$ cat src/rtl/frame_flip_sched.sv
// frame_flip_sched: sequences a double-buffered frame flip. It waits for the
// writer to finish the back frame and the reader to reach end of frame. It
// then quiesces both memory ports for GUARD cycles, flips, holds the ports
// quiet for GUARD more cycles, and finally acks the writer.
module frame_flip_sched #(
  parameter int unsigned GUARD = 4,   // 0..15 quiesce cycles on each side of the flip
  parameter int unsigned CNT_W = 16
) (
  input  logic             iClk,
  input  logic             iRst_,
  input  logic             iWrDone,
  input  logic             iRdEof,
  output logic             oFlip,
  output logic             oFace,
  output logic             oWrHold,
  output logic             oRdHold,
  output logic             oWrAck,
  output logic [CNT_W-1:0] oFrameCnt,
  output logic [7:0]       oDropCnt,
  output logic             oErr
);

  typedef enum logic [2:0] {
    IDLE, WAIT_EOF, GUARD_PRE, FLIP, GUARD_POST, ACK
  } state_e;

  // The guard counter counts down to zero, so it is loaded with GUARD-1.
  localparam logic [3:0] GLOAD = 4'((GUARD == 0) ? 0 : GUARD - 1);

  state_e           state_q, state_d;
  logic [3:0]       guard_q, guard_d;
  logic             face_q, flip_q, wr_hold_q, rd_hold_q, wr_ack_q, err_q;
  logic [CNT_W-1:0] frame_cnt_q;
  logic [7:0]       drop_q;

  // Next-state and guard-counter logic; with GUARD=0 both guard states are bypassed.
  always_comb begin
    state_d = state_q;
    guard_d = guard_q;
    case (state_q)
      IDLE: begin
        if (iWrDone) begin
          if (iRdEof) begin
            if (GUARD == 0) state_d = FLIP;
            else begin
              state_d = GUARD_PRE;
              guard_d = GLOAD;
            end
          end else begin
            state_d = WAIT_EOF;
          end
        end
      end
      WAIT_EOF: begin
        if (iRdEof) begin
          if (GUARD == 0) state_d = FLIP;
          else begin
            state_d = GUARD_PRE;
            guard_d = GLOAD;
          end
        end
      end
      GUARD_PRE: begin
        if (guard_q == 4'd0) state_d = FLIP;
        else                 guard_d = guard_q - 4'd1;
      end
      FLIP: begin
        if (GUARD == 0) state_d = ACK;
        else begin
          state_d = GUARD_POST;
          guard_d = GLOAD;
        end
      end
      GUARD_POST: begin
        if (guard_q == 4'd0) state_d = ACK;
        else                 guard_d = guard_q - 4'd1;
      end
      ACK:     state_d = IDLE;
      default: state_d = IDLE;
    endcase
  end

  // State register. The strobes and holds are decoded from the next state so
  // every output comes straight from a flop.
  always_ff @(posedge iClk or negedge iRst_) begin
    if (!iRst_) begin
      state_q     <= IDLE;
      guard_q     <= 4'd0;
      face_q      <= 1'b1;
      flip_q      <= 1'b0;
      wr_hold_q   <= 1'b0;
      rd_hold_q   <= 1'b0;
      wr_ack_q    <= 1'b0;
      frame_cnt_q <= '0;
      drop_q      <= 8'd0;
      err_q       <= 1'b0;
    end else begin
      state_q   <= state_d;
      guard_q   <= guard_d;
      flip_q    <= (state_d == FLIP);
      wr_ack_q  <= (state_d == ACK);
      wr_hold_q <= (state_d inside {WAIT_EOF, GUARD_PRE, FLIP, GUARD_POST});
      rd_hold_q <= (state_d inside {GUARD_PRE, FLIP, GUARD_POST});
      // Ownership and count change on the edge leaving FLIP.
      if (state_q == FLIP) begin
        face_q      <= ~face_q;
        frame_cnt_q <= frame_cnt_q + CNT_W'(1);
      end
      // An EOF with no new frame ready means the reader repeats a frame.
      if (state_q == IDLE && iRdEof && !iWrDone && drop_q != 8'hFF)
        drop_q <= drop_q + 8'd1;
      // The writer must not report done again before it has been acked.
      if (iWrDone && state_q != IDLE)
        err_q <= 1'b1;
    end
  end

  assign oFlip     = flip_q;
  assign oFace     = face_q;
  assign oWrHold   = wr_hold_q;
  assign oRdHold   = rd_hold_q;
  assign oWrAck    = wr_ack_q;
  assign oFrameCnt = frame_cnt_q;
  assign oDropCnt  = drop_q;
  assign oErr      = err_q;

endmodule
$ cat config.mk
export PLATFORM = sky130hd
export DESIGN_NAME = frame_flip_sched
export DESIGN_NICKNAME = d
export VERILOG_FILES = /design/src/rtl/frame_flip_sched.sv
export SDC_FILE = /design/constraint.sdc
export NUM_CORES = 1
export LEC_CHECK = 0
export CAP_MARGIN = 20
export CORE_MARGIN = 2
export CORE_UTILIZATION = 50
export DETAILED_ROUTE_END_ITERATION = 10
export PLACE_DENSITY = 0.77
export SYNTH_ARGS = -nofsm -noshare
export SYNTH_HDL_FRONTEND = slang
export SYNTH_SLANG_ARGS = --single-unit
$ cat constraint.sdc
create_clock -name iClk -period 2.35 [get_ports iClk]
set_clock_uncertainty 0.05 [all_clocks]
set_input_delay 0.5875 -clock iClk [delete_from_list [all_inputs] [get_ports iClk]]
set_output_delay 0.5875 -clock iClk [all_outputs]
set_load 0.02 [all_outputs]
==> results.yml, run 1 <==
status:
  outcome: "finished clean"
clocking:
  cts_resized: 0
  cts_tree: "yes"
  numCtsBuffers: 5
  clock_path_buffers: 2
  cts-root-buf: "clkbuf_4"
  htreeDepth: 2
  clock-sinks: 37
  post-cts-setup-buffers: 0
  clock_latency_ps: 350
  postCtsHoldBufs: 0
  clkTransAtPathRegs_ps: 110
logic_synthesis:
  async_flop_share_pct: 100
  yosys.area.top_type: "dfrtp_1"
  synth_fp_nets: 162
  netlist_top_cells_count: "dfrtp_1, xnor2_1, nand2_1"
  yosysWarnings: 0
  ys.flop_type: "dfrtp_1"
  synth_seq_cells: 37
  syn_avg_cell_area_um2: 11.5
  syn-cell-area_um2: 1780
  synth-seq-area-share_pct: 52.1
  synthCells: 155
  ys_types: 39
  synth.top_cell.area_share_pct: 50.6
  synth_most_common_cell: "dfrtp_1"
  netlist_top_cells_area: "dfrtp_1, xnor2_1, nor4_4"
  synth_edf_count: 0
layout:
  syn2layout_area_growth_pct: 24.3
  n_antenna_cell: 0
  drive_gt1_share_pct: 9.74
  final_area_um2: 2210
  fillerInstances: 259
  nNetsFinal: 201
setup_path:
  r2r-end: "guard_q[0]"
  cp-startpoint: "oFace"
  cp_cell_sequence: "clkdlybuf4s50_1"
  cp_max_fo: 2
  path_delay_family: "buffers and inverters"
  cp-start-kind: "register"
  critical_path_buf_inv_count: 1
  critPathSlowestCell: "clkdlybuf4s50_1"
  cp.required_ps: 1710
  arrival_ps: 1480
  endpoint_kind: "output port"
  critPathKind: "register to output port"
  cpPeakStageDelay_ps: 590
  setup.worst_path.end: "oFace"
  reg2regPathDepth: 4
  ff2ff_setup_slack_ps: 340
  rr_startpoint: "state_q[0]"
  path_depth: 1
sta:
  rsz0062_at_grt: "no"
  hold_viol: 0
  slew_headroom_pct: 60.8
  maxSlewViolCount: 0
  min_period_ps: 2120
  finalSetupViolations: 0
  clock.fmax_ghz: 0.472
  whs_ps: 432
  finalCritPeriodShare_pct: 90.2
  worst_pin_slew_ps: 588
  finalSetupTns_ps: 0
pwr:
  clock_power_share_pct: 15.2
  power_mw: 2.11
  switching_share_pct: 39.1
  peakVddDrop_v: 0.000688
  power_frac_comb_pct: 38.0
  p_per_area_nw_per_um2: 953
  p_switching_mw: 0.825
  p_int_mw: 1.28
  pwr-share-seq_pct: 46.7
  leakage_nw: 0.984
floorplan:
  chipHeight_um: 63.7
  dieArea_um2: 4050
  initial_utilization_pct: 52.5
  io_pins: 34
  core_area_um2: 3390
  rows: 21
  die_w_um: 63.7
routing:
  antenna_left: 0
  num_vias: 1273
  viasPerCell: 5.28
  drtIter0Drc: 64
  wire_per_inst_um: 14.1
  routed_wl_um: 3400
  dr.pass1.iters: 4
  drc: 0
grt:
  antenna_found_initial: 0
  grt_overflow: 0
  grt_pass1_wl_um: 6000
  grt_max_degree: 38
  track_usage_pct: 19.0
  grt_pass1_vias: 1333
worst_hold_path:
  hp-class: "register to register"
place:
  portBuffers: 33
  place_congestion: 0.763
  hpwl_um: 2460
  dpl_cell_area_um2: 2160
flow_run:
  maxCapViolations: 0
worst min-delay path by stage:
stage	from	endpoint	slack [ps]	depth (start not counted)
after floorplan	iRst_	guard_q[0]	240	0
after global placement	oErr	oErr	400	1
after detailed placement	oErr	oErr	410	1
after CTS	oErr	oErr	440	1
after global routing	oFace	oFace	460	1
final	oErr	oErr	430	1
cell type report:
type	count	area, um2	share of cell area (%)
Clock buffer	7	45.0	2.04
Clock inverter	1	5.00	0.226
Inverter	7	26.3	1.19
Multi-Input combinational cell	108	806	36.4
Sequential cell	37	927	41.9
Tap cell	46	57.6	2.60
Timing Repair Buffer	35	345	15.6
metal layers:
| metal | track usage [%] | up-vias | share of wire [%] |
|---|---|---|---|
| li1 | - | 617 | - |
| met1 | 24.2 | 619 | 45 |
| met2 | 30.7 | 32 | 48 |
| met3 | 6.07 | 5 | 4.7 |
| met4 | 6.25 | 0 | 1.3 |
| met5 | 0 | - | 0 |
kinds of logic after synthesis:
family | after synthesis | synth area share, %
compound gates | 12 | 5.70
xor+xnor | 23 | 11.3
fa+ha+maj | 3 | 2.11
buf+inv | 10 | 2.60
flops | 37 | 52.1
mux | 4 | 2.46
simple gates | 66 | 23.7
flip-flops by register name (all words and copies together), names as in the netlist:
register	count
oRdHold	1
oWrAck	1
state_q	3
oWrHold	1
oFrameCnt	16
oErr	1
oDropCnt	8
oFlip	1
oFace	1
guard_q	4
placed cells by master (no fill, tap or decap), types with 2 or more instances in the layout:
master	instances
nand2b_1	4
ha_1	3
nor3_1	5
nor2_1	10
and3_1	3
clkdlybuf4s50_1	33
buf_4	2
nand2_1	14
nor3_2	2
o22ai_1	2
dfrtp_1	36
clkbuf_4	5
nand4_1	5
mux2_1	2
inv_1	7
nor4_4	3
nand3_1	9
xor2_1	7
and4_1	2
a21oi_1	3
clkbuf_1	2
xnor2_1	16
metrics by stage:
stage	cells	setup slack (ps)	utilization (%)
2_1_floorplan	155	659	-
4_1_cts	241	214	65.3
3_5_place_dp	233	75.2	63.8
6_report	241	230	65.3
5_1_grt	241	184	65.3
3_3_place_gp	233	147	63.8
power groups by stage:
stage,clock (mW),combinational [mW],sequential (mW)
global route,0.355,0.877,1.01
floorplan,0,0.467,1.03
detailed placement,0,0.808,0.992
global placement,0,0.772,0.975
CTS,0.333,0.812,0.982
finish,0.321,0.802,0.985
Note: power is estimated with default switching activity, not from simulation.
==> inputs of run 2 (changes only) <==
--- a/config.mk
+++ b/config.mk
@@ -8,6 +8,7 @@
 export CAP_MARGIN = 20
 export CORE_MARGIN = 2
 export CORE_UTILIZATION = 50
+export CTS_CLUSTER_SIZE = 20
 export DETAILED_ROUTE_END_ITERATION = 10
 export PLACE_DENSITY = 0.77
 export SYNTH_ARGS = -nofsm -noshare
==> results of run 2 <==
Same layout as run 1: the final DEF is identical, and so are final timing and power.
